==> src/rtl/mandelbrot_pkg.sv <==
// rtl/mandelbrot_pkg.sv - shared types and Q-format constants for the frame sequencer
// Contents: sched_state_t (scheduler FSM states), coord_t (pixel coordinate),
//           depth_t (iteration count / escape depth), Q-format constants.
package mandelbrot_pkg;

  localparam int FRAC_DEFAULT        = 28;
  localparam int WORD_LENGTH_DEFAULT = 32;
  localparam int COORD_W             = 11;
  localparam int DEPTH_W             = 11;

  // Fixed-point 1.0 in the default Q4.28 coordinate format.
  localparam logic [WORD_LENGTH_DEFAULT-1:0] ONE = WORD_LENGTH_DEFAULT'(1) << FRAC_DEFAULT;

  typedef logic [COORD_W-1:0] coord_t;
  typedef logic [DEPTH_W-1:0] depth_t;

  typedef enum logic [1:0] {
    IDLE,
    ISSUE,
    WAIT_DONE,
    OUTPUT
  } sched_state_t;

endpackage

==> src/rtl/pixel_scheduler_if.sv <==
// rtl/pixel_scheduler_if.sv - pixel result stream toward the frame-buffer writer
// Signals: pix_valid/pix_ready handshake, pix_depth escape depth, pix_x/pix_y
//          position, pix_sof on pixel (0,0), pix_eol on the last pixel of a line.
// Modports: master (scheduler side), slave (frame-buffer writer side).
interface pixel_scheduler_if;
  import mandelbrot_pkg::*;

  logic   pix_valid;
  logic   pix_ready;
  depth_t pix_depth;
  coord_t pix_x;
  coord_t pix_y;
  logic   pix_sof;
  logic   pix_eol;

  modport master (
    output pix_valid, pix_depth, pix_x, pix_y, pix_sof, pix_eol,
    input  pix_ready
  );

  modport slave (
    input  pix_valid, pix_depth, pix_x, pix_y, pix_sof, pix_eol,
    output pix_ready
  );

endinterface

==> src/rtl/pixel_scheduler_raster.sv <==
// rtl/pixel_scheduler_raster.sv - raster x/y counter with line and frame wrap
// Ports: sysclk, reset_n (async active-low); clear restarts at (0,0);
//        advance steps one pixel in raster order; x, y current position;
//        last_in_line, last_in_frame, first_pixel flags decoded from x/y.
module raster_counter
  import mandelbrot_pkg::*;
#(
  parameter int H_RES = 640,
  parameter int V_RES = 480
) (
  input  logic   sysclk,
  input  logic   reset_n,
  input  logic   clear,
  input  logic   advance,
  output coord_t x,
  output coord_t y,
  output logic   last_in_line,
  output logic   last_in_frame,
  output logic   first_pixel
);

  localparam coord_t X_LAST = coord_t'(H_RES - 1);
  localparam coord_t Y_LAST = coord_t'(V_RES - 1);

  assign last_in_line  = (x == X_LAST);
  assign last_in_frame = last_in_line && (y == Y_LAST);
  assign first_pixel   = (x == '0) && (y == '0);

  always_ff @(posedge sysclk or negedge reset_n) begin
    if (!reset_n) begin
      x <= '0;
      y <= '0;
    end else if (clear) begin
      x <= '0;
      y <= '0;
    end else if (advance) begin
      if (!last_in_line) begin
        x <= x + coord_t'(1);
      end else begin
        x <= '0;
        y <= last_in_frame ? '0 : y + coord_t'(1);
      end
    end
  end

endmodule

==> src/rtl/pixel_scheduler.sv <==
// rtl/pixel_scheduler.sv - frame sequencer feeding depth_calculator, one pixel in flight
// Ports: sysclk, reset_n (async active-low); frame_start with re_min/im_max/step/
//        max_iter_in frame config; calc_* launch/result link to the depth calculator;
//        pix (master) result stream; busy across a frame; frame_done end pulse.
module pixel_scheduler
  import mandelbrot_pkg::*;
#(
  parameter int FRAC        = FRAC_DEFAULT,
  parameter int WORD_LENGTH = WORD_LENGTH_DEFAULT,
  parameter int H_RES       = 640,
  parameter int V_RES       = 480
) (
  input  logic                          sysclk,
  input  logic                          reset_n,
  input  logic                          frame_start,
  input  logic signed [WORD_LENGTH-1:0] re_min,
  input  logic signed [WORD_LENGTH-1:0] im_max,
  input  logic signed [WORD_LENGTH-1:0] step,
  input  depth_t                        max_iter_in,
  output logic                          calc_start,
  output coord_t                        calc_x,
  output coord_t                        calc_y,
  output logic signed [WORD_LENGTH-1:0] calc_re_c,
  output logic signed [WORD_LENGTH-1:0] calc_im_c,
  output depth_t                        calc_max_iter,
  input  logic                          calc_done,
  input  depth_t                        calc_depth,
  pixel_scheduler_if.master             pix,
  output logic                          busy,
  output logic                          frame_done
);

  if (FRAC < 1 || FRAC >= WORD_LENGTH || H_RES < 1 || H_RES > 2047 ||
      V_RES < 1 || V_RES > 2047) begin : g_param_check
    $error("pixel_scheduler: FRAC, H_RES or V_RES out of range");
  end

  sched_state_t                  state;
  logic signed [WORD_LENGTH-1:0] re_min_q;
  logic signed [WORD_LENGTH-1:0] step_q;

  coord_t x;
  coord_t y;
  logic   last_in_line;
  logic   last_in_frame;
  logic   first_pixel;
  logic   handshake;
  logic   accept;
  logic   advance;

  assign handshake = pix.pix_valid && pix.pix_ready;
  assign accept    = (state == IDLE) && frame_start;
  // The counter is not stepped past the final pixel; the next accept clears it.
  assign advance   = (state == OUTPUT) && handshake && !last_in_frame;

  assign calc_x = x;
  assign calc_y = y;

  raster_counter #(
    .H_RES (H_RES),
    .V_RES (V_RES)
  ) u_raster (
    .sysclk        (sysclk),
    .reset_n       (reset_n),
    .clear         (accept),
    .advance       (advance),
    .x             (x),
    .y             (y),
    .last_in_line  (last_in_line),
    .last_in_frame (last_in_frame),
    .first_pixel   (first_pixel)
  );

  always_ff @(posedge sysclk or negedge reset_n) begin
    if (!reset_n) begin
      state         <= IDLE;
      re_min_q      <= '0;
      step_q        <= '0;
      calc_start    <= 1'b0;
      calc_re_c     <= '0;
      calc_im_c     <= '0;
      calc_max_iter <= '0;
      pix.pix_valid <= 1'b0;
      pix.pix_depth <= '0;
      pix.pix_x     <= '0;
      pix.pix_y     <= '0;
      pix.pix_sof   <= 1'b0;
      pix.pix_eol   <= 1'b0;
      busy          <= 1'b0;
      frame_done    <= 1'b0;
    end else begin
      frame_done <= 1'b0;
      case (state)
        IDLE: begin
          if (frame_start) begin
            re_min_q      <= re_min;
            step_q        <= step;
            calc_max_iter <= max_iter_in;
            calc_re_c     <= re_min;
            calc_im_c     <= im_max;
            busy          <= 1'b1;
            // First launch of a frame is raised on entry so it follows
            // frame_start by one cycle.
            calc_start    <= 1'b1;
            state         <= ISSUE;
          end
        end
        ISSUE: begin
          // Entered with calc_start low after a handshake: raise it for one
          // cycle, then wait. Entered with it high from IDLE: drop it and wait.
          calc_start <= !calc_start;
          if (calc_start) begin
            state <= WAIT_DONE;
          end
        end
        WAIT_DONE: begin
          if (calc_done) begin
            pix.pix_valid <= 1'b1;
            pix.pix_depth <= calc_depth;
            pix.pix_x     <= x;
            pix.pix_y     <= y;
            pix.pix_sof   <= first_pixel;
            pix.pix_eol   <= last_in_line;
            state         <= OUTPUT;
          end
        end
        OUTPUT: begin
          if (handshake) begin
            pix.pix_valid <= 1'b0;
            if (!last_in_line) begin
              calc_re_c <= calc_re_c + step_q;
              state     <= ISSUE;
            end else if (!last_in_frame) begin
              calc_re_c <= re_min_q;
              calc_im_c <= calc_im_c - step_q;
              state     <= ISSUE;
            end else begin
              frame_done <= 1'b1;
              busy       <= 1'b0;
              state      <= IDLE;
            end
          end
        end
        default: state <= IDLE;
      endcase
    end
  end

endmodule

==> src/flat_wrapper.sv <==
// flat-port wrapper written by rule: the top's interface ports become plain ports
module pixel_scheduler_flat import mandelbrot_pkg::*;
#(
  parameter int FRAC        = FRAC_DEFAULT,
  parameter int WORD_LENGTH = WORD_LENGTH_DEFAULT,
  parameter int H_RES       = 640,
  parameter int V_RES       = 480
)
  (sysclk, reset_n, frame_start, re_min, im_max, step, max_iter_in, calc_start, calc_x, calc_y, calc_re_c, calc_im_c, calc_max_iter, calc_done, calc_depth, busy, frame_done, pix_pix_valid, pix_pix_depth, pix_pix_x, pix_pix_y, pix_pix_sof, pix_pix_eol, pix_pix_ready);
  pixel_scheduler_if pix_i ();
  input  logic sysclk;
  input  logic reset_n;
  input  logic frame_start;
  input  logic signed [WORD_LENGTH-1:0] re_min;
  input  logic signed [WORD_LENGTH-1:0] im_max;
  input  logic signed [WORD_LENGTH-1:0] step;
  input  depth_t max_iter_in;
  output logic calc_start;
  output coord_t calc_x;
  output coord_t calc_y;
  output logic signed [WORD_LENGTH-1:0] calc_re_c;
  output logic signed [WORD_LENGTH-1:0] calc_im_c;
  output depth_t calc_max_iter;
  input  logic calc_done;
  input  depth_t calc_depth;
  output logic busy;
  output logic frame_done;
  output wire logic [$bits(pix_i.pix_valid)-1:0] pix_pix_valid;
  output wire logic [$bits(pix_i.pix_depth)-1:0] pix_pix_depth;
  output wire logic [$bits(pix_i.pix_x)-1:0] pix_pix_x;
  output wire logic [$bits(pix_i.pix_y)-1:0] pix_pix_y;
  output wire logic [$bits(pix_i.pix_sof)-1:0] pix_pix_sof;
  output wire logic [$bits(pix_i.pix_eol)-1:0] pix_pix_eol;
  input wire logic [$bits(pix_i.pix_ready)-1:0] pix_pix_ready;
  assign pix_pix_valid = pix_i.pix_valid;
  assign pix_pix_depth = pix_i.pix_depth;
  assign pix_pix_x = pix_i.pix_x;
  assign pix_pix_y = pix_i.pix_y;
  assign pix_pix_sof = pix_i.pix_sof;
  assign pix_pix_eol = pix_i.pix_eol;
  assign pix_i.pix_ready = pix_pix_ready;
  pixel_scheduler #(.FRAC(FRAC), .WORD_LENGTH(WORD_LENGTH), .H_RES(H_RES), .V_RES(V_RES)) u_core (.sysclk(sysclk), .reset_n(reset_n), .frame_start(frame_start), .re_min(re_min), .im_max(im_max), .step(step), .max_iter_in(max_iter_in), .calc_start(calc_start), .calc_x(calc_x), .calc_y(calc_y), .calc_re_c(calc_re_c), .calc_im_c(calc_im_c), .calc_max_iter(calc_max_iter), .calc_done(calc_done), .calc_depth(calc_depth), .pix(pix_i), .busy(busy), .frame_done(frame_done));
endmodule
==> config.mk <==
export PLATFORM = sky130hd
export DESIGN_NAME = pixel_scheduler_flat
export DESIGN_NICKNAME = d
export VERILOG_FILES = /design/src/rtl/mandelbrot_pkg.sv /design/src/rtl/pixel_scheduler_if.sv /design/src/rtl/pixel_scheduler_raster.sv /design/src/rtl/pixel_scheduler.sv /design/src/flat_wrapper.sv
export SDC_FILE = /design/constraint.sdc
export NUM_CORES = 1
export LEC_CHECK = 0
export BUFFER_PORTS_ARGS = -buffer_cell sky130_fd_sc_hd__buf_4
export CAP_MARGIN = 25
export CORE_ASPECT_RATIO = 1.2
export CORE_MARGIN = 8
export CORE_UTILIZATION = 50
export DETAILED_ROUTE_END_ITERATION = 16
export PLACE_DENSITY = 0.77
export SLEW_MARGIN = 25
export SYNTH_ARGS = -nofsm -noshare
export SYNTH_HDL_FRONTEND = slang
export SYNTH_HIERARCHICAL = 1
export SYNTH_SLANG_ARGS = --single-unit
==> constraint.sdc <==
create_clock -name sysclk -period 3.1 [get_ports sysclk]
set_input_delay 0.155 -clock sysclk [delete_from_list [all_inputs] [get_ports sysclk]]
set_output_delay 0.155 -clock sysclk [all_outputs]
set_load 0.05 [all_outputs]
==> flow_metrics.py <==
metrics = {
    "run_status": {
        "status": "finished, violations left",
        "violations": "negative setup slack",
    },
    "sta": {
        "hold_violations": 0,
        "setup_tns_ns": -0.201,
        "rsz0062_at_grt": "true",
        "timing.fmax_ghz": 0.305,
        "relSlewSlack_pct": 60.2,
        "finalSetupViolCount": 2,
        "drv_slew": 0,
        "worst_slew_pin_slew_ns": 0.597,
        "skew_ns": 0.0112,
        "fin_crit_ns": 3.28,
        "worst_slack_ns": -0.179,
        "fin_crit_sh_pct": 106,
        "hold_ws_ns": 0.0314,
    },
    "setup_path": {
        "worstSetupPathType": "reg2reg",
        "rrSetupSlack_ns": -0.18,
        "crit_arrival_ns": 3.67,
        "cp_max_fo": 3,
        "end_kind": "register",
        "crit_required_ns": 3.49,
        "worstSetupStartpointType": "register",
    },
    "pwr": {
        "p_int_mw": 11.2,
        "combPwrFrac_pct": 65.4,
        "power-per-cell-area_nw_per_um2": 1270,
        "p_seq_share_pct": 21.6,
        "p_leak_nw": 7.87,
        "power_switching_mw": 10.5,
        "ir_drop_v": 0.000874,
        "clkPwrFrac_pct": 13.0,
        "switching_share_pct": 48.4,
    },
    "clock_network": {
        "clk_latency_ns": 0.51,
        "cts_sinks": 202,
        "clk_pin_slew_worst_paths_ns": 0.06,
        "cts_buffers": 23,
        "cts_buffer_depth": 3,
        "cts.htree.levels": 1,
        "ctsRootBufferMaster": "clkbuf_16",
        "cts_tree": "built",
    },
    "final_layout": {
        "diodes": 0,
        "fill_cells": 1691,
        "areaGrowthSynthToFinish_pct": 39.3,
        "drive_gt1_share_pct": 29.1,
        "final_nets": 1891,
    },
    "yosys": {
        "synth_top_area_share_pct": 41.4,
        "ys_types": 85,
        "synth_cells": 1298,
        "async_flop_share_pct": 100,
        "ys_top_cells_by_area": "dfrtp_1 (41%), mux2_2 (7.5%), ha_1 (7.2%), o21ai_0 (5.3%), nand2_1 (5.0%)",
        "syn_nets": 1493,
        "syn_area_per_cell_um2": 9.41,
        "yosysWarnings": 6,
        "synth_edf_count": 0,
        "syn_area_um2": 12200,
        "yosysTopAreaCell": "dfrtp_1",
        "dominantRegCellSynth": "dfrtp_1",
        "ys_ff_latch": 202,
        "synth_seq_area_share_pct": 41.4,
    },
    "drt": {
        "antenna_left": 0,
        "vias_per_cell": 5.81,
        "num_vias": 11800,
        "wl_per_cell_um": 19.9,
        "drtPass1Iterations": 5,
        "initialDrtViolationCount": 747,
        "drc": 0,
        "drt_wl_total_mm": 40.4,
    },
    "die": {
        "dieWidth_um": 159,
        "die_y_um": 187,
        "initial_core_util_pct": 51.0,
        "num_rows": 62,
        "dieArea_um2": 29700,
        "io_pins": 259,
        "core_area_um2": 24000,
    },
    "placement": {
        "gp_congestion": 0.934,
        "placement.io_buffers": 258,
        "post-dp-hpwl_mm": 27.8,
    },
    "global_routing": {
        "grt_pass1_wl_mm": 62.7,
        "antenna_found_initial": 0,
        "grt_max_degree": 106,
        "grt_pass1_vias": 12100,
        "globalRoute.totalOverflow": 0,
        "gr-usage-all-layers_pct": 25.5,
    },
    "worst_hold_path": {
        "holdCritPathClass": "in2reg",
    },
    "job": {
        "cap_violations": 0,
    },
}
-- stage by stage --
step                setup WS (ns)  area (µm²)  utilization [%]  instances  power [mW]
global route               -0.265       17000             71.0       2031        23.0
global placement         -0.00321       14700             61.5       1860        17.5
floorplan                 -0.0307       12200                -       1298        14.0
detailed placement        -0.0397       14700             61.5       1860        17.8
finish                     -0.179       17000             71.0       2031        21.6
CTS                      0.000701       16800             69.9       2020        20.9
-- power groups by stage --
| stage | Sequential [mW] | Clock (mW) | Combinational (mW) |
|---|---|---|---|
| 2_1_floorplan | 6.39 | 0 | 7.57 |
| 3_3_place_gp | 4.61 | 0 | 12.9 |
| 3_5_place_dp | 4.66 | 0 | 13.1 |
| 4_1_cts | 4.62 | 2.89 | 13.4 |
| 5_1_grt | 4.78 | 2.96 | 15.2 |
| 6_report | 4.67 | 2.82 | 14.1 |
-- registers in the layout, summed over array words and instances (netlist names), 2 cells and up --
register,flops
u_core/pix.pix_depth,11
u_core/pix.pix_x,11
u_core/re_min_q,32
u_core/step_q,32
u_core/pix.pix_y,11
u_core/u_raster/x,11
u_core/calc_re_c,32
u_core/calc_im_c,32
u_core/calc_max_iter,11
u_core/u_raster/y,11
u_core/state,2
-- final timing paths --
check	startpoint	cells after the start	to
setup reg to reg	u_core/step_q[2]	12	u_core/calc_im_c[30]
hold reg to reg	u_core/pix.pix_x[2]	1	u_core/pix.pix_x[2]
min in group asynchronous	reset_n	2	u_core/calc_im_c[8]
hold / removal	im_max[30]	3	u_core/calc_im_c[30]
max in group asynchronous	reset_n	3	u_core/calc_re_c[1]
setup / recovery	u_core/step_q[2]	12	u_core/calc_im_c[30]
-- final cells by class --
type	instances	area, µm²	area share, %
Multi-Input combinational cell	983	6970	40.9
Tap cell	320	400	2.35
Clock inverter	10	129	0.757
Timing Repair Buffer	436	3620	21.2
Sequential cell	202	5060	29.8
Clock buffer	30	652	3.83
Inverter	50	190	1.12
-- worst max-delay path: stages (launching register included) --
cell       delay, ns
dfrtp_1         0.43
inv_1           0.15
ha_4            0.22
nor2b_4         0.13
o31a_1          0.32
o2111ai_2       0.19
nand2_1         0.09
a221o_1         0.41
a2111oi_4       0.44
o31ai_4         0.13
a311oi_2        0.31
mux2i_1         0.10
a211o_1         0.22
-- logic make-up after synthesis --
| kind of cell | after synthesis | synth area share, % |
|---|---|---|
| and+or+nand+nor | 371 | 14.6 |
| buffers and inverters | 113 | 3.54 |
| AOI/OAI and AO/OA | 381 | 19.7 |
| DFF | 202 | 41.4 |
| muxes | 103 | 9.27 |
| xor gates and xnor gates | 56 | 4.01 |
| adders and majority gates | 72 | 7.50 |
-- Yosys cell counts, types with 21 or more instances --
library cell / number
dfrtp_1: 202
nand2_1: 163
o21ai_0: 129
a21oi_1: 83
mux2_2: 81
ha_1: 70
nor2_1: 64
clkbuf_1: 54
inv_1: 49
a21o_1: 37
xnor2_1: 28
xor2_1: 28
nand3_1: 26
mux2i_1: 22
nor3_1: 21
-- layout by cell type (no fill, tap or decap), types with 48 or more instances in the layout --
cell and count:
o21ai_0 127, nand2_1 163, a21oi_1 76, dlygate4sd3_1 120, nor2_1 64, ha_1 61
dfrtp_1 194, inv_1 48, buf_4 312, mux2_2 81
-- metal layers --
layer	wire, µm	part of all wire (%)	vias to the layer above	GRT usage, %
met5	0	0	-	0
met4	2110	5.2	0	13.4
met3	3290	8.1	122	6.21
met2	20600	51	526	45.8
met1	14400	36	5682	27.2
li1	-	-	5468	-
-- what timing repair did --
action / 4_1_cts / 5_1_grt
setup buffers: 0 / 11
setup endpoints to repair: 5 / 13
hold buffers: 120 / 0
resized for setup: 6 / 31
pin swaps: 2 / 27
endpoints found under the hold margin: 208 / 0
Power figures use the tool's default switching activity.
